## config.mk

```make
export PLATFORM = sky130hd
export DESIGN_NAME = fb_scan_swap
export DESIGN_NICKNAME = d
export VERILOG_FILES = /design/src/rtl/fb_scan_swap.sv
export SDC_FILE = /design/constraint.sdc
export NUM_CORES = 1
export LEC_CHECK = 0
export ABC_CLOCK_PERIOD_IN_PS = 8600
export BUFFER_PORTS_ARGS = -buffer_cell sky130_fd_sc_hd__buf_2
export CAP_MARGIN = 20
export CORE_MARGIN = 2
export CORE_UTILIZATION = 49
export CTS_CLUSTER_SIZE = 8
export DETAILED_ROUTE_END_ITERATION = 10
export GPL_TIMING_DRIVEN = 0
export PLACE_DENSITY = 0.77
export REMOVE_ABC_BUFFERS = 1
export SYNTH_ARGS = -nofsm -noshare
export SYNTH_HDL_FRONTEND = slang
export SYNTH_SLANG_ARGS = --single-unit
```

## constraint.sdc

```tcl
create_clock -name clk -period 8.6 [get_ports clk]
set_input_delay 0.86 -clock clk [delete_from_list [all_inputs] [get_ports clk]]
set_output_delay 0.86 -clock clk [all_outputs]
set_load 0.005 [all_outputs]
```

## src/rtl/fb_scan_swap.sv

```systemverilog
// Ping-pong framebuffer scan-out: owns bank select, streams the display
// bank through a credit-limited FIFO and swaps banks only at frame end.
module fb_scan_swap #(
  parameter int ADDR_W      = 15,
  parameter int DATA_W      = 20,
  parameter int FRAME_WORDS = 16896,
  parameter int RD_LAT      = 2,
  parameter int FIFO_DEPTH  = 4
) (
  input  logic              clk,
  input  logic              rst_n,
  input  logic              full,
  output logic              swapped,
  output logic              wr_bank,
  output logic [ADDR_W:0]   rd_addr,
  output logic              rd_en,
  input  logic [DATA_W-1:0] rd_data,
  output logic [DATA_W-1:0] pix_data,
  output logic              pix_valid,
  input  logic              pix_ready,
  output logic              pix_last
);

  localparam int CW = ADDR_W + 1;
  localparam int OW = $clog2(FIFO_DEPTH + 1) + 1;
  localparam int PW = $clog2(FIFO_DEPTH);
  localparam logic [CW-1:0] FW      = CW'(FRAME_WORDS);
  localparam logic [CW-1:0] FW_LAST = CW'(FRAME_WORDS - 1);
  localparam logic [OW-1:0] DEPTH   = OW'(FIFO_DEPTH);
  localparam logic [PW-1:0] PTR_MAX = PW'(FIFO_DEPTH - 1);

  typedef enum logic [1:0] {
    WAIT_FIRST, STREAM, SWAP, RESTART
  } state_t;

  state_t state, state_nx;

  logic              rd_bank;
  logic [CW-1:0]     cnt;
  logic [OW-1:0]     fcnt;
  logic [OW-1:0]     infl;
  logic [RD_LAT-1:0] pv;
  logic [RD_LAT-1:0] pt;
  logic [PW-1:0]     head;
  logic [PW-1:0]     tail;
  logic [DATA_W-1:0] fd [FIFO_DEPTH];
  logic              fl [FIFO_DEPTH];
  logic              push;
  logic              pop;
  logic              last_pop;

  function automatic logic [PW-1:0] nxt(input logic [PW-1:0] p);
    return (p == PTR_MAX) ? '0 : p + 1'b1;
  endfunction

  assign push      = pv[RD_LAT-1];
  assign pix_valid = (fcnt != '0);
  assign pop       = pix_valid & pix_ready;
  assign pix_data  = fd[head];
  assign pix_last  = pix_valid & fl[head];
  assign last_pop  = pop & fl[head];
  assign wr_bank   = ~rd_bank;
  assign rd_addr   = rd_en ? {rd_bank, cnt[ADDR_W-1:0]} : '0;

  always_ff @(posedge clk) begin
    if (!rst_n) state <= WAIT_FIRST;
    else        state <= state_nx;
  end

  always_comb begin
    state_nx = state;
    unique case (state)
      WAIT_FIRST: if (full) state_nx = SWAP;
      STREAM:     if (last_pop) state_nx = full ? SWAP : RESTART;
      SWAP:       state_nx = STREAM;
      RESTART:    state_nx = STREAM;
    endcase
  end

  // Credits cover both queued words and reads still in the BRAM pipe.
  always_comb begin
    rd_en   = 1'b0;
    swapped = 1'b0;
    unique case (state)
      STREAM:  rd_en = (cnt < FW) && ((fcnt + infl) < DEPTH);
      SWAP:    swapped = 1'b1;
      default: ;
    endcase
  end

  always_ff @(posedge clk) begin
    if (!rst_n) begin
      rd_bank <= 1'b1;
      cnt     <= '0;
      fcnt    <= '0;
      infl    <= '0;
      pv      <= '0;
      pt      <= '0;
      head    <= '0;
      tail    <= '0;
    end else begin
      if (state == SWAP) rd_bank <= ~rd_bank;
      if (state == SWAP || state == RESTART) cnt <= '0;
      else if (rd_en)                        cnt <= cnt + 1'b1;
      pv[0] <= rd_en;
      pt[0] <= rd_en && (cnt == FW_LAST);
      for (int i = 1; i < RD_LAT; i++) begin
        pv[i] <= pv[i-1];
        pt[i] <= pt[i-1];
      end
      infl <= infl + OW'(rd_en) - OW'(push);
      fcnt <= fcnt + OW'(push) - OW'(pop);
      if (push) tail <= nxt(tail);
      if (pop)  head <= nxt(head);
    end
  end

  always_ff @(posedge clk) begin
    if (push) begin
      fd[tail] <= rd_data;
      fl[tail] <= pt[RD_LAT-1];
    end
  end

endmodule
```

==> results.sh <==
export IMPL_hp_class="flop to flop"
export IMPL_slew_viol_final=0
export IMPL_place_congestion=0.768
export IMPL_drt_initial_drc_count=179
export IMPL_maxCapViolCount=0
export IMPL_crit_end="rd_addr[7]"
export IMPL_setup_tns_ns=0
export IMPL_grt_overflow=0
export IMPL_worst_ep_arrival_time_ns=3.31
export IMPL_period_needed_ns=4.17
export IMPL_dpl_hpwl_um=5800
export IMPL_grt_pass1_wl_um=15400
export IMPL_cts_setup_buffers=0
export IMPL_finClkSkew_ns=0.00740
export IMPL_cp_max_fo=25
export IMPL_synth_edf_count=84
export IMPL_cts_buffers=17
export IMPL_cts_hold_buf=0
export IMPL_cts_max_level=4
export IMPL_cts_tree="yes"
export IMPL_cts_root_buf="clkbuf_8"
export IMPL_r2r_cells=10
export IMPL_synthTopCellsByArea="edfxtp_1 (50%), dfxtp_1 (15%), mux4_2 (9.4%), ha_1 (4.2%), and2_1 (3.7%)"
export IMPL_grt_pass1_vias=3073
export IMPL_synth_ff_type="edfxtp_1"
export IMPL_die_w_um=105
export IMPL_powerDensity_nw_per_um2=277
export IMPL_syn_area_sq_um=5030
export IMPL_tightest_slew_ns=1.09
export IMPL_syn_to_final_growth_pct=21.9
export IMPL_firstDrtPassIters=4
export IMPL_synthCells=346
export IMPL_dp_cells=528
export IMPL_finalHoldViolations=0
export IMPL_fp_row_count=36
export IMPL_crit_start="infl[2]"
export IMPL_fmax_mhz=240
export IMPL_die_h_um=105
export IMPL_stdcell_area_sq_um=6130
export IMPL_p_leak_nw=2.29
export IMPL_start_kind="flop"
export IMPL_clock_path_buffers=2
export IMPL_fin_cells=563
export IMPL_ys_async_sr_fraction_pct=0
export IMPL_synth_top_area_share_pct=50.1
export IMPL_r2r_end="infl[2]"
export IMPL_wirelength_um=9380
export IMPL_core_area_sq_um=9860
export IMPL_cts_resized=0
export IMPL_vias_per_cell=5.42
export IMPL_r2r_setup_slack_ns=5.06
export IMPL_yosysMostFrequentCell="edfxtp_1"
export IMPL_worstSetupPathType="flop to primary output"
export IMPL_clkSlewWorstSetupHoldPaths_ns=0.06
export IMPL_peakVddDrop_mv=0.151
export IMPL_setup_viol=0
export IMPL_antenna_left=0
export IMPL_nFillCells=732
export IMPL_cts_sinks=121
export IMPL_ys_ff_latch=121
export IMPL_multiInputGateArea_sq_um=1630
export IMPL_port_buffers=64
export IMPL_ys_warn_count=0
export IMPL_regArea_sq_um=3260
export IMPL_grt_antenna_before_repair=0
export IMPL_synth_top_cell_by_area="edfxtp_1"
export IMPL_worstSetupEndpointType="primary output"
export IMPL_vias=3052
export IMPL_netlist_top_cells_count="edfxtp_1 (84), dfxtp_1 (37), and2_1 (30)"
export IMPL_initial_core_util_pct=51.0
export IMPL_grt_use_total_pct=18.2
export IMPL_diodes=0
export IMPL_worstSkewPairLatency_ns=0.51
export IMPL_ys_types=39
export IMPL_maxSlewHeadroom_pct=27.3
export IMPL_place_area_sq_um=5460
export IMPL_worst_ep_required_time_ns=7.74
export IMPL_grt_max_degree=26
export IMPL_grt_setup_unrepaired="false"
export IMPL_io_pins=65
export IMPL_ys_seq_area_share_pct=64.9
export IMPL_r2r_start="infl[2]"
export IMPL_syn_avg_cell_area_sq_um=14.5
export IMPL_p_total_mw=1.70
export IMPL_wl_per_cell_um=16.7
export IMPL_status="completed"
export IMPL_final_nets=460
export IMPL_fin_crit_sh_pct=48.4
export IMPL_drive_gt1_share_pct=29.3
export IMPL_drc=0
export IMPL_dieArea_sq_um=11100
==> metrics by stage <==
| step | hold slack (ns) | worst slack [ns] | util, % |
|---|---|---|---|
| 2_1_floorplan | 0.412 | 5.48 | - |
| 3_3_place_gp | 0.420 | 5.04 | 55.3 |
| 3_5_place_dp | 0.423 | 4.97 | 55.3 |
| 4_1_cts | 0.440 | 4.40 | 61.3 |
| 5_1_grt | 0.463 | 4.15 | 62.2 |
| 6_report | 0.439 | 4.43 | 62.2 |
==> registers in the layout, summed over array words and instances, names as in the netlist, 4 cells and up, named ones only <==
name,count
infl,4
fcnt,4
fd,80
fl,4
cnt,16
==> where the power goes <==
group	internal [mW]	switching (mW)
sequential	0.655	0.0488
clock	0.443	0.257
combinational	0.159	0.139
==> final cells by class <==
class | instances | area share [%]
inverter | 20 | 1.22
multi-input combinational | 190 | 26.6
tap | 133 | 2.71
clock inverter | 14 | 2.80
clock buffer | 18 | 6.82
timing repair buffer | 67 | 6.57
sequential | 121 | 53.2
==> critical path, stage by stage, from the launching register on <==
cell and delay [ns]:
dfxtp_1 0.34, ha_1 0.37, nand4_1 0.12, and3_1 0.19, or4_1 0.82, inv_1 0.61, and2_1 0.22, buf_2 0.12
==> metal layers <==
layer  wire [um]  vias to the layer above  track usage (%)
li1            -                     1446                -
met1        4070                     1496             22.7
met2        4720                       97             30.6
met3         482                       13             4.58
met4         106                        0             6.76
met5           0                        -                0
==> kinds of logic (layout without fill, tap and decap cells) <==
kind of cell             count (synthesis)  after routing  share of synthesized area (%)
buffers and inverters                   35            119                           2.66
adder cells (fa/ha/maj)                 19             19                           5.02
flip-flops                             121            121                           64.9
AND/OR/NAND/NOR                         99             99                           10.9
AO/OA/AOI/OAI                           40             40                           5.12
XOR/XNOR                                 9              9                           1.57
multiplexers                            23             23                           9.80
==> worst min-delay path by stage <==
stage	startpoint	end	slack [ns]	cells past startpoint
finish	pv[0]	pv[1]	0.44	1
global route	pt[0]	pt[1]	0.46	1
CTS	pt[0]	pt[1]	0.44	1
detailed placement	pt[0]	pt[1]	0.42	1
global placement	pv[0]	pv[1]	0.42	1
floorplan	pt[0]	pt[1]	0.41	1
==> placed cells by master, fill, tap and decap left out, drive strengths merged, types with 3 or more instances in the layout <==
master  count
a21o        3
a21oi      16
a31o        4
and2       30
and3        6
buf        67
bufinv      3
clkbuf     18
clkinv      6
dfxtp      37
edfxtp     84
ha         17
inv        23
mux4       21
nand2      16
nand3       7
nand4       4
nor2       13
nor2b       5
nor3        3
nor4        3
o21ai       7
or3         6
xnor2       6
xor2        3
Note: power is estimated with default switching activity, not from simulation.
